<file path="src/rtl/baud_gen_frac_if.sv">
// Control and strobe bundle between the fractional baud generator and the UART datapath.
interface baud_gen_frac_if #(
    parameter int unsigned DIV_W  = 16,
    parameter int unsigned FRAC_W = 4
);
    logic              EN;
    logic              RESYNC;
    logic [DIV_W-1:0]  DIV_INT;
    logic [FRAC_W-1:0] DIV_FRAC;
    logic              DIV_LD;
    logic              DIV_PEND;
    logic              OVS_TICK;
    logic              MID_TICK;
    logic              BAUD_TICK;

    modport master (
        output EN, RESYNC, DIV_INT, DIV_FRAC, DIV_LD,
        input  DIV_PEND, OVS_TICK, MID_TICK, BAUD_TICK
    );

    modport slave (
        input  EN, RESYNC, DIV_INT, DIV_FRAC, DIV_LD,
        output DIV_PEND, OVS_TICK, MID_TICK, BAUD_TICK
    );
endinterface

</file>
<file path="src/rtl/baud_gen_frac.sv">
// Fractional-N oversample tick generator with derived mid-bit and bit strobes,
// shadowed runtime divisor and RX phase resync.
module baud_gen_frac #(
    parameter int unsigned DIV_W    = 16,
    parameter int unsigned FRAC_W   = 4,
    parameter int unsigned OVS      = 16,
    parameter int unsigned DEF_INT  = 163,
    parameter int unsigned DEF_FRAC = 0
) (
    input  logic            SCLK,
    input  logic            SCLR,
    baud_gen_frac_if.slave  bus
);
    localparam int unsigned SUB_W = $clog2(OVS);
    localparam logic [DIV_W-1:0]  DEF_I = DIV_W'(DEF_INT);
    localparam logic [FRAC_W-1:0] DEF_F = FRAC_W'(DEF_FRAC);

    logic [DIV_W-1:0]  div_i, sh_i;
    logic [FRAC_W-1:0] div_f, sh_f, acc, acc_sum;
    logic              x, carry;
    logic [DIV_W:0]    cnt, div_e, last_cnt;
    logic [SUB_W-1:0]  sub;
    logic              pend, ovs_q, mid_q, baud_q;
    logic              last, fire, apply;

    always_comb begin
        div_e    = (div_i == '0) ? (DIV_W+1)'(1) : {1'b0, div_i};
        last_cnt = div_e + (DIV_W+1)'(x) - (DIV_W+1)'(1);
        last     = (cnt == last_cnt);
        fire     = bus.EN && !bus.RESYNC && last;
        {carry, acc_sum} = {1'b0, acc} + {1'b0, div_f};
        // A pending divisor lands at a tick, or at once while frozen or resyncing.
        apply    = pend && (bus.RESYNC || !bus.EN || fire);
    end

    always_ff @(posedge SCLK) begin
        if (SCLR) begin
            div_i  <= DEF_I;
            div_f  <= DEF_F;
            sh_i   <= DEF_I;
            sh_f   <= DEF_F;
            pend   <= 1'b0;
            cnt    <= '0;
            sub    <= '0;
            acc    <= '0;
            x      <= 1'b0;
            ovs_q  <= 1'b0;
            mid_q  <= 1'b0;
            baud_q <= 1'b0;
        end else begin
            ovs_q  <= fire;
            mid_q  <= fire && (sub == SUB_W'(OVS/2 - 1));
            baud_q <= fire && (sub == SUB_W'(OVS - 1));

            if (bus.RESYNC) begin
                cnt <= '0;
                sub <= '0;
                acc <= '0;
                x   <= 1'b0;
            end else if (bus.EN) begin
                if (last) begin
                    cnt <= '0;
                    sub <= sub + SUB_W'(1);
                    acc <= acc_sum;
                    x   <= carry;
                end else begin
                    cnt <= cnt + (DIV_W+1)'(1);
                end
            end

            if (bus.DIV_LD) begin
                sh_i <= bus.DIV_INT;
                sh_f <= bus.DIV_FRAC;
            end

            // A load alongside resync bypasses the shadow so it takes effect immediately.
            if (bus.RESYNC && bus.DIV_LD) begin
                div_i <= bus.DIV_INT;
                div_f <= bus.DIV_FRAC;
                pend  <= 1'b0;
            end else begin
                if (apply) begin
                    div_i <= sh_i;
                    div_f <= sh_f;
                end
                pend <= bus.DIV_LD || (pend && !apply);
            end
        end
    end

    assign bus.DIV_PEND  = pend;
    assign bus.OVS_TICK  = ovs_q;
    assign bus.MID_TICK  = mid_q;
    assign bus.BAUD_TICK = baud_q;
endmodule

</file>
<file path="src/flat_wrapper.sv">
// flat-port wrapper written by rule: the top's interface ports become plain ports
module baud_gen_frac_flat 
#(
    parameter int unsigned DIV_W    = 16,
    parameter int unsigned FRAC_W   = 4,
    parameter int unsigned OVS      = 16,
    parameter int unsigned DEF_INT  = 163,
    parameter int unsigned DEF_FRAC = 0
)
  (SCLK, SCLR, bus_EN, bus_RESYNC, bus_DIV_INT, bus_DIV_FRAC, bus_DIV_LD, bus_DIV_PEND, bus_OVS_TICK, bus_MID_TICK, bus_BAUD_TICK);
  baud_gen_frac_if #(.DIV_W(DIV_W), .FRAC_W(FRAC_W)) bus_i ();
  input  logic SCLK;
  input  logic SCLR;
  input wire logic [$bits(bus_i.EN)-1:0] bus_EN;
  input wire logic [$bits(bus_i.RESYNC)-1:0] bus_RESYNC;
  input wire logic [$bits(bus_i.DIV_INT)-1:0] bus_DIV_INT;
  input wire logic [$bits(bus_i.DIV_FRAC)-1:0] bus_DIV_FRAC;
  input wire logic [$bits(bus_i.DIV_LD)-1:0] bus_DIV_LD;
  output wire logic [$bits(bus_i.DIV_PEND)-1:0] bus_DIV_PEND;
  output wire logic [$bits(bus_i.OVS_TICK)-1:0] bus_OVS_TICK;
  output wire logic [$bits(bus_i.MID_TICK)-1:0] bus_MID_TICK;
  output wire logic [$bits(bus_i.BAUD_TICK)-1:0] bus_BAUD_TICK;
  assign bus_i.EN = bus_EN;
  assign bus_i.RESYNC = bus_RESYNC;
  assign bus_i.DIV_INT = bus_DIV_INT;
  assign bus_i.DIV_FRAC = bus_DIV_FRAC;
  assign bus_i.DIV_LD = bus_DIV_LD;
  assign bus_DIV_PEND = bus_i.DIV_PEND;
  assign bus_OVS_TICK = bus_i.OVS_TICK;
  assign bus_MID_TICK = bus_i.MID_TICK;
  assign bus_BAUD_TICK = bus_i.BAUD_TICK;
  baud_gen_frac #(.DIV_W(DIV_W), .FRAC_W(FRAC_W), .OVS(OVS), .DEF_INT(DEF_INT), .DEF_FRAC(DEF_FRAC)) u_core (.SCLK(SCLK), .SCLR(SCLR), .bus(bus_i));
endmodule
</file>
<file path="config.mk">
export PLATFORM = sky130hd
export DESIGN_NAME = baud_gen_frac_flat
export DESIGN_NICKNAME = d
export VERILOG_FILES = /design/src/rtl/baud_gen_frac_if.sv /design/src/rtl/baud_gen_frac.sv /design/src/flat_wrapper.sv
export SDC_FILE = /design/constraint.sdc
export NUM_CORES = 1
export LEC_CHECK = 0
export ABC_AREA = 1
export CAP_MARGIN = 20
export CORE_ASPECT_RATIO = 0.75
export CORE_MARGIN = 3
export CORE_UTILIZATION = 45
export DETAILED_ROUTE_END_ITERATION = 8
export GPL_TIMING_DRIVEN = 0
export PLACE_DENSITY = 0.71
export SLEW_MARGIN = 20
export SYNTH_ARGS = -nofsm -noshare
export SYNTH_HDL_FRONTEND = slang
export SYNTH_SLANG_ARGS = --single-unit
</file>
<file path="constraint.sdc">
create_clock -name SCLK -period 5 [get_ports SCLK]
set_input_delay 1.5 -clock SCLK [delete_from_list [all_inputs] [get_ports SCLK]]
set_output_delay 1.5 -clock SCLK [all_outputs]
set_load 0.02 [all_outputs]
</file>
==> out/metrics.cfg, run 1 <==
[hold_path]
hp-class = register to register

[power]
p_per_area_nw_per_um2 = 300
p_leak_nw = 2.29
vdd.ir_drop.worst_mv = 0.172

[worst_setup_path]
crit_top_cell = nor2_1
path_max_fanout = 10
worst_setup_path_start_kind = register
slowest_delay_ns = 0.42
path_class = register to register
crit_path_end_kind = register
cp.required_ns = 5.22
crit_arrival_ns = 4.12
path_buf_inv = 1
cp_top_family = simple AND/OR/NAND/NOR gates
cp_slowest_cell = nor3_1
crit_chain = nor2_1, nand2_1, nor2_1, a41oi_1, ha_1, ha_1, xnor2_1, nor3_1, nand3_2, nor3_4, nand4_4, nand2_2, nand2_4, buf_6, a21oi_1, nor2_1

[sta]
setup-tns-final_ns = 0
max_slew_margin_pct = 54.1
slew_viol_final = 0
final.setup_skew_ns = 0.00844
fin_crit_sh_pct = 78.0
timing_worst_slew_pin_value_ns = 0.686
fmax_ghz = 0.256
finalSetupViolCount = 0
finalWorstSetupSlack_ns = 1.10
hold_viol = 0
final.min_clock_period_ns = 3.90
grt_setup_unrepaired = false

[flow_run]
cap_violations = 0

[global_routing]
antenna_found_initial = 0
track_usage_pct = 20.4
first_global_vias = 3763
grt_max_degree = 12
grt_overflow = 0
grt_pass1_wl_um = 17900

[clock_network]
cts_buffers = 9
cts_tree = done
worstSkewPairLatency_ns = 0.33
postCtsSetupBuffers = 0
h-tree-depth = 3
cts.sinks = 70
clkSlewWorstSetupHoldPaths_ns = 0.06
cts.repair.resized = 0
clk_path_buf_depth = 2
holdBufCountCts = 0
cts-root-buf = clkbuf_16

[logic_synthesis]
synth_edf_count = 0
synthFlopType = dfxtp_1
yosysMostFrequentCell = nand2_1
synth_area_um2 = 4230
syn_nets = 644
syn_inst = 610
synth-seq-cells = 70
seq_area_frac_synth_pct = 33.1
yosys_warnings = 0
synth_common_cells = nand2_1, inv_1, dfxtp_1
synth_cell_types = 38
async_flop_share_pct = 0
synth_area_per_cell_um2 = 6.93
synth_top_area_share_pct = 33.1
yosysTopAreaCell = dfxtp_1
synthTopCellsByArea = dfxtp_1, nand2_1, inv_1

[drt]
drt_pass1_iterations = 5
antenna_left = 0
wl_per_cell_um = 13.4
vias = 3953
drt_iter0_markers = 332
drt_wl_total_um = 10400
drc = 0
viasPerCell = 5.09

[floorplanning]
pin_count = 29
dieArea_um2 = 10600
core-area_um2 = 8780
die_h_um = 90.0
die_w_um = 118
start_util_pct = 48.2
placementRows = 29

[cells_and_area]
nets = 682
drive_above_1_share_pct = 13.0
syn2layout_area_growth_pct = 17.2
diodes = 0

[outcome]
status = completed

[placement]
dpl_worst_slack_ns = 1.17
port_buffers = 27
gp_congestion = 0.943
hpwl_um = 8070

## final timing paths
| path | start | endpoint | slack, ns | cells after the start |
|---|---|---|---|---|
| hold reg to reg | u_core.sh_i[1]$_SDFFE_PP1P_ | u_core.sh_i[1]$_SDFFE_PP1P_ | 0.46 | 2 |
| setup / recovery | u_core.div_i[8]$_SDFFE_PP0P_ | u_core.div_i[3]$_SDFFE_PP0P_ | 1.10 | 16 |
| hold / removal | u_core.sh_i[1]$_SDFFE_PP1P_ | u_core.sh_i[1]$_SDFFE_PP1P_ | 0.46 | 2 |
| setup reg to reg | u_core.div_i[8]$_SDFFE_PP0P_ | u_core.div_i[3]$_SDFFE_PP0P_ | 1.10 | 16 |
## placed cells by master (no fill, tap or decap), types with 3 or more instances in the layout
cell             instances
nor2_1                  63
nand4_1                  5
nand2_4                  3
nand2_2                  3
dfxtp_1                 70
xor2_1                  16
buf_1                    4
mux2_2                  11
inv_1                   77
xnor2_1                  8
ha_1                     8
nand3_2                 14
nand3_1                 57
o21ai_0                 31
clkbuf_16                9
clkdlybuf4s50_1         27
nor2_4                   5
a21oi_1                 42
nand2_1                129
nand3b_1                 3
clkinv_1                 3
clkbuf_1                10
nor3_1                   8
buf_2                    7
inv_2                    7
nor2_2                  11
buf_6                    3
## tightest hold or removal path, cell delays in order (launching register included)
cell	delay, ns
dfxtp_1	0.32
nand2_1	0.05
nand3_1	0.05
## flip-flops by register name, indices dropped and copies added (netlist names)
signal,flops
u_core.acc,4
u_core.bus.BAUD_TICK,1
u_core.bus.DIV_PEND,1
u_core.bus.MID_TICK,1
u_core.bus.OVS_TICK,1
u_core.cnt,17
u_core.div_f,4
u_core.div_i,16
u_core.sh_f,4
u_core.sh_i,16
u_core.sub,4
u_core.x,1
## power breakdown
group          internal [mW]  switching [mW]  leakage, nW
registers              0.585          0.0244        0.574
clock network          0.413           0.234        0.146
logic                 0.0917           0.137         1.57
total                   1.09           0.395         2.29
## layout make-up
| type | count | area (um^2) |
|---|---|---|
| Buffer | 22 | 114 |
| Sequential cell | 70 | 1400 |
| Multi-Input combinational cell | 431 | 2390 |
| Clock buffer | 13 | 260 |
| Tap cell | 124 | 155 |
| Fill cell | 866 | 3820 |
| Timing Repair Buffer | 27 | 270 |
| Clock inverter | 3 | 42.5 |
| Inverter | 87 | 327 |
## per-stage QoR
step / std cells / power (mW) / util [%] / instance area (um^2) / hold WS (ns)
after floorplan: 610 / 0.780 / - / 4230 / 0.423
after global placement: 761 / 0.840 / 53.0 / 4650 / 0.433
after detailed placement: 761 / 0.846 / 53.0 / 4650 / 0.448
after CTS: 777 / 1.49 / 56.5 / 4960 / 0.460
after global routing: 777 / 1.55 / 56.5 / 4960 / 0.483
final: 777 / 1.48 / 56.5 / 4960 / 0.459
## metal layers
layer	routed length, um	share of wire [%]	GRT usage (%)	vias to the layer above
li1	-	-	-	2025
met4	136	1.3	6.15	0
met1	5200	50	29.5	1817
met3	689	6.6	4.89	15
met2	4420	42	30.1	96
met5	0	0	0	-
## cells by family after synthesis
kind of cell	count (synthesis)	share of synthesized area, %
DFF	70	33.1
muxes	11	2.93
and+or+nand+nor	308	35.8
AOI/OAI and AO/OA	78	9.50
xor gates and xnor gates	25	5.36
buffers and inverters	109	10.4
adders and majority gates	9	2.84
(Power assumes the default switching activity.)
==> run 2, diff against run 1 <==
--- a/config.mk
+++ b/config.mk
@@ -12,7 +12,7 @@
 export CORE_UTILIZATION = 45
 export DETAILED_ROUTE_END_ITERATION = 8
 export GPL_TIMING_DRIVEN = 0
-export PLACE_DENSITY = 0.71
+export PLACE_DENSITY = 0.73
 export SLEW_MARGIN = 20
 export SYNTH_ARGS = -nofsm -noshare
 export SYNTH_HDL_FRONTEND = slang
==> constraint.sdc (replaced) <==
create_clock -name SCLK -period 3.3 [get_ports SCLK]
set_input_delay 0.99 -clock SCLK [delete_from_list [all_inputs] [get_ports SCLK]]
set_output_delay 0.99 -clock SCLK [all_outputs]
set_load 0.02 [all_outputs]
==> run 2 against run 1 <==
Clock skew shrank 0.0045 ns. Global-route usage is essentially flat. Die area is the same. Sequential power grew 52%. Sequential share of layout area shrank 0.45 points. Critical endpoint is now u_core.div_i[14]$_SDFFE_PP0P_. Via count grew 1.2%. Clock power grew 39%. Worst hold slack lost 0.0028 ns. Total power grew 48%. Combinational power grew 64%. Core utilization grew 1.1 points. First-iteration DRC count shrank 2.4%.
==> out/metrics.cfg, run 2 (synthesis results as in run 1) <==
[clock_network]
cts.sinks = 70
clk_path_buf_depth = 2
cts-root-buf = clkbuf_16
h-tree-depth = 3
cts_tree = done
clkSlewWorstSetupHoldPaths_ns = 0.06
worstSkewPairLatency_ns = 0.34
cts_buffers = 9
holdBufCountCts = 0

[cells_and_area]
layout_common_cells = nand2_1, inv_1, dfxtp_1
drive_above_1_share_pct = 16.5
nets = 689
num-fill-cells = 842
largest_reg_flops = 17
diodes = 0
mostFrequentLayoutCell = nand2_1
top_register = u_core.cnt
multiInputGateArea_um2 = 2450
seq_area_um2 = 1410
reg_top3 = u_core.cnt (17), u_core.div_i (16), u_core.sh_i (16)
syn2layout_area_growth_pct = 19.6

[placement]
port_buffers = 27
gp_congestion = 0.917
dpl_worst_slack_ns = -0.399
hpwl_um = 8070

[power]
vdd.ir_drop.worst_mv = 0.297
p_seq_share_pct = 42.1
power_frac_comb_pct = 17.0
pwr-share-clk_pct = 40.9
switching_share_pct = 28.8
total_power_mw = 2.20
p_per_area_nw_per_um2 = 435
p_leak_nw = 2.32
p_switching_mw = 0.633
intPower_mw = 1.57

[drt]
drt_pass1_iterations = 4
antenna_left = 0
drc = 0
drt_wl_total_um = 10400
vias = 4001
viasPerCell = 5.10
wl_per_cell_um = 13.3
drt_iter0_markers = 324

[floorplanning]
core-area_um2 = 8780
pin_count = 29
placementRows = 29
die_h_um = 90.0
dieArea_um2 = 10600
die_w_um = 118
start_util_pct = 48.2

[sta]
finalSetupViolCount = 0
max_slew_margin_pct = 56.7
timing_worst_slew_pin_value_ns = 0.648
final.setup_skew_ns = 0.00392
fin_crit_sh_pct = 95.8
hold_viol = 0
finalWorstSetupSlack_ns = 0.139
fmax_ghz = 0.316
holdWs_ns = 0.456
slew_viol_final = 0
final.min_clock_period_ns = 3.16

[worst_setup_path]
r2r_slack_ns = 0.14
cp_slowest_cell = ha_2
rr_worst_depth = 17
cp_top_family = simple AND/OR/NAND/NOR gates
path_buf_inv = 2
path_max_fanout = 10
crit_top_cell = nand3_2
path_class = register to register
slowest_delay_ns = 0.37
crit_path_end_kind = register
cp.required_ns = 3.53
reg2reg_from = u_core.div_i[13]$_SDFFE_PP0P_
crit_arrival_ns = 3.39
worst_setup_path_start_kind = register
r2r-end = u_core.div_i[14]$_SDFFE_PP0P_
crit_chain = nor2_2, nand3_2, nor2_4, a41oi_4, ha_4, ha_2, xnor2_1, nor3_2, buf_4, nand3_2, nor3_4, nand4_4, nand2_2, nand2_4, buf_6, a21oi_1, nor2_1

[global_routing]
grt_pass1_wl_um = 17700
first_global_vias = 3762
grt_max_degree = 13
track_usage_pct = 20.4
grt_overflow = 0
antenna_found_initial = 0

[outcome]
status = completed

[hold_path]
worstHoldStart = u_core.sh_i[0]$_SDFFE_PP1P_
hp-class = register to register
hold_path_depth = 2
hold_path_end = u_core.sh_i[0]$_SDFFE_PP1P_

[flow_run]
cap_violations = 0

==> run 2: worst register-to-register path, delay by kind of cell, from the launching register on <==
kind            cells  cell delay [ns]
compound gates      2             0.29
fa+ha+maj           2             0.59
buf+inv             2             0.32
flops               1             0.36
simple gates       10             1.42
xor+xnor            1             0.08
==> run 2: how the worst max path moves through the flow <==
stage | slack, ns | start | depth (start not counted) | end
detailed placement | -0.40 | u_core.div_i[8]$_SDFFE_PP0P_ | 16 | u_core.div_i[2]$_SDFFE_PP0P_
global route | -0.05 | u_core.div_i[13]$_SDFFE_PP0P_ | 17 | u_core.div_i[14]$_SDFFE_PP0P_
floorplan | 0.50 | u_core.div_i[8]$_SDFFE_PP0P_ | 16 | u_core.div_f[0]$_SDFFE_PP0P_
finish | 0.14 | u_core.div_i[13]$_SDFFE_PP0P_ | 17 | u_core.div_i[14]$_SDFFE_PP0P_
CTS | 0.02 | u_core.div_i[8]$_SDFFE_PP0P_ | 16 | u_core.div_i[14]$_SDFFE_PP0P_
global placement | -0.38 | u_core.div_i[8]$_SDFFE_PP0P_ | 16 | u_core.div_i[2]$_SDFFE_PP0P_
==> run 2: stage by stage <==
stage,area (um^2),std cells,util (%),TNS (ns)
floorplan,4230,610,-,0
global placement,4650,761,53.0,-9.66
detailed placement,4650,761,53.0,-10.70
CTS,4990,778,56.9,0
global route,5060,784,57.6,-0.177
finish,5060,784,57.6,0
==> run 2: layout make-up <==
| class | count | area share (%) |
|---|---|---|
| plain buffers | 22 | 2.30 |
| flip-flops and latches | 70 | 27.8 |
| inverters | 87 | 6.46 |
| multi-input cells | 431 | 48.5 |
| repair buffers | 34 | 6.38 |
| clock inverters | 6 | 0.718 |
| clock buffers | 10 | 4.73 |
| well taps | 124 | 3.07 |
==> run 2: what timing repair did <==
action	CTS	global route
setup endpoints to repair	43	39
pin swaps	2	7
cloned	0	0
setup buffers	1	6
resized for setup	12	7
==> run 2: power groups by stage <==
| stage | sequential, mW | clock [mW] | combinational [mW] |
|---|---|---|---|
| global placement | 0.939 | 0 | 0.331 |
| CTS | 0.924 | 0.920 | 0.357 |
| detailed placement | 0.941 | 0 | 0.341 |
| global route | 0.931 | 0.955 | 0.418 |
| floorplan | 0.932 | 0 | 0.250 |
| finish | 0.926 | 0.900 | 0.375 |
==> run 2: metal layers <==
metal | global-route usage [%] | vias to the layer above | routed length (um)
li1 | - | 2031 | -
met1 | 28.2 | 1859 | 5130
met2 | 32.0 | 100 | 4560
met3 | 5.21 | 11 | 588
met4 | 4.98 | 0 | 131
met5 | 0 | - | 0
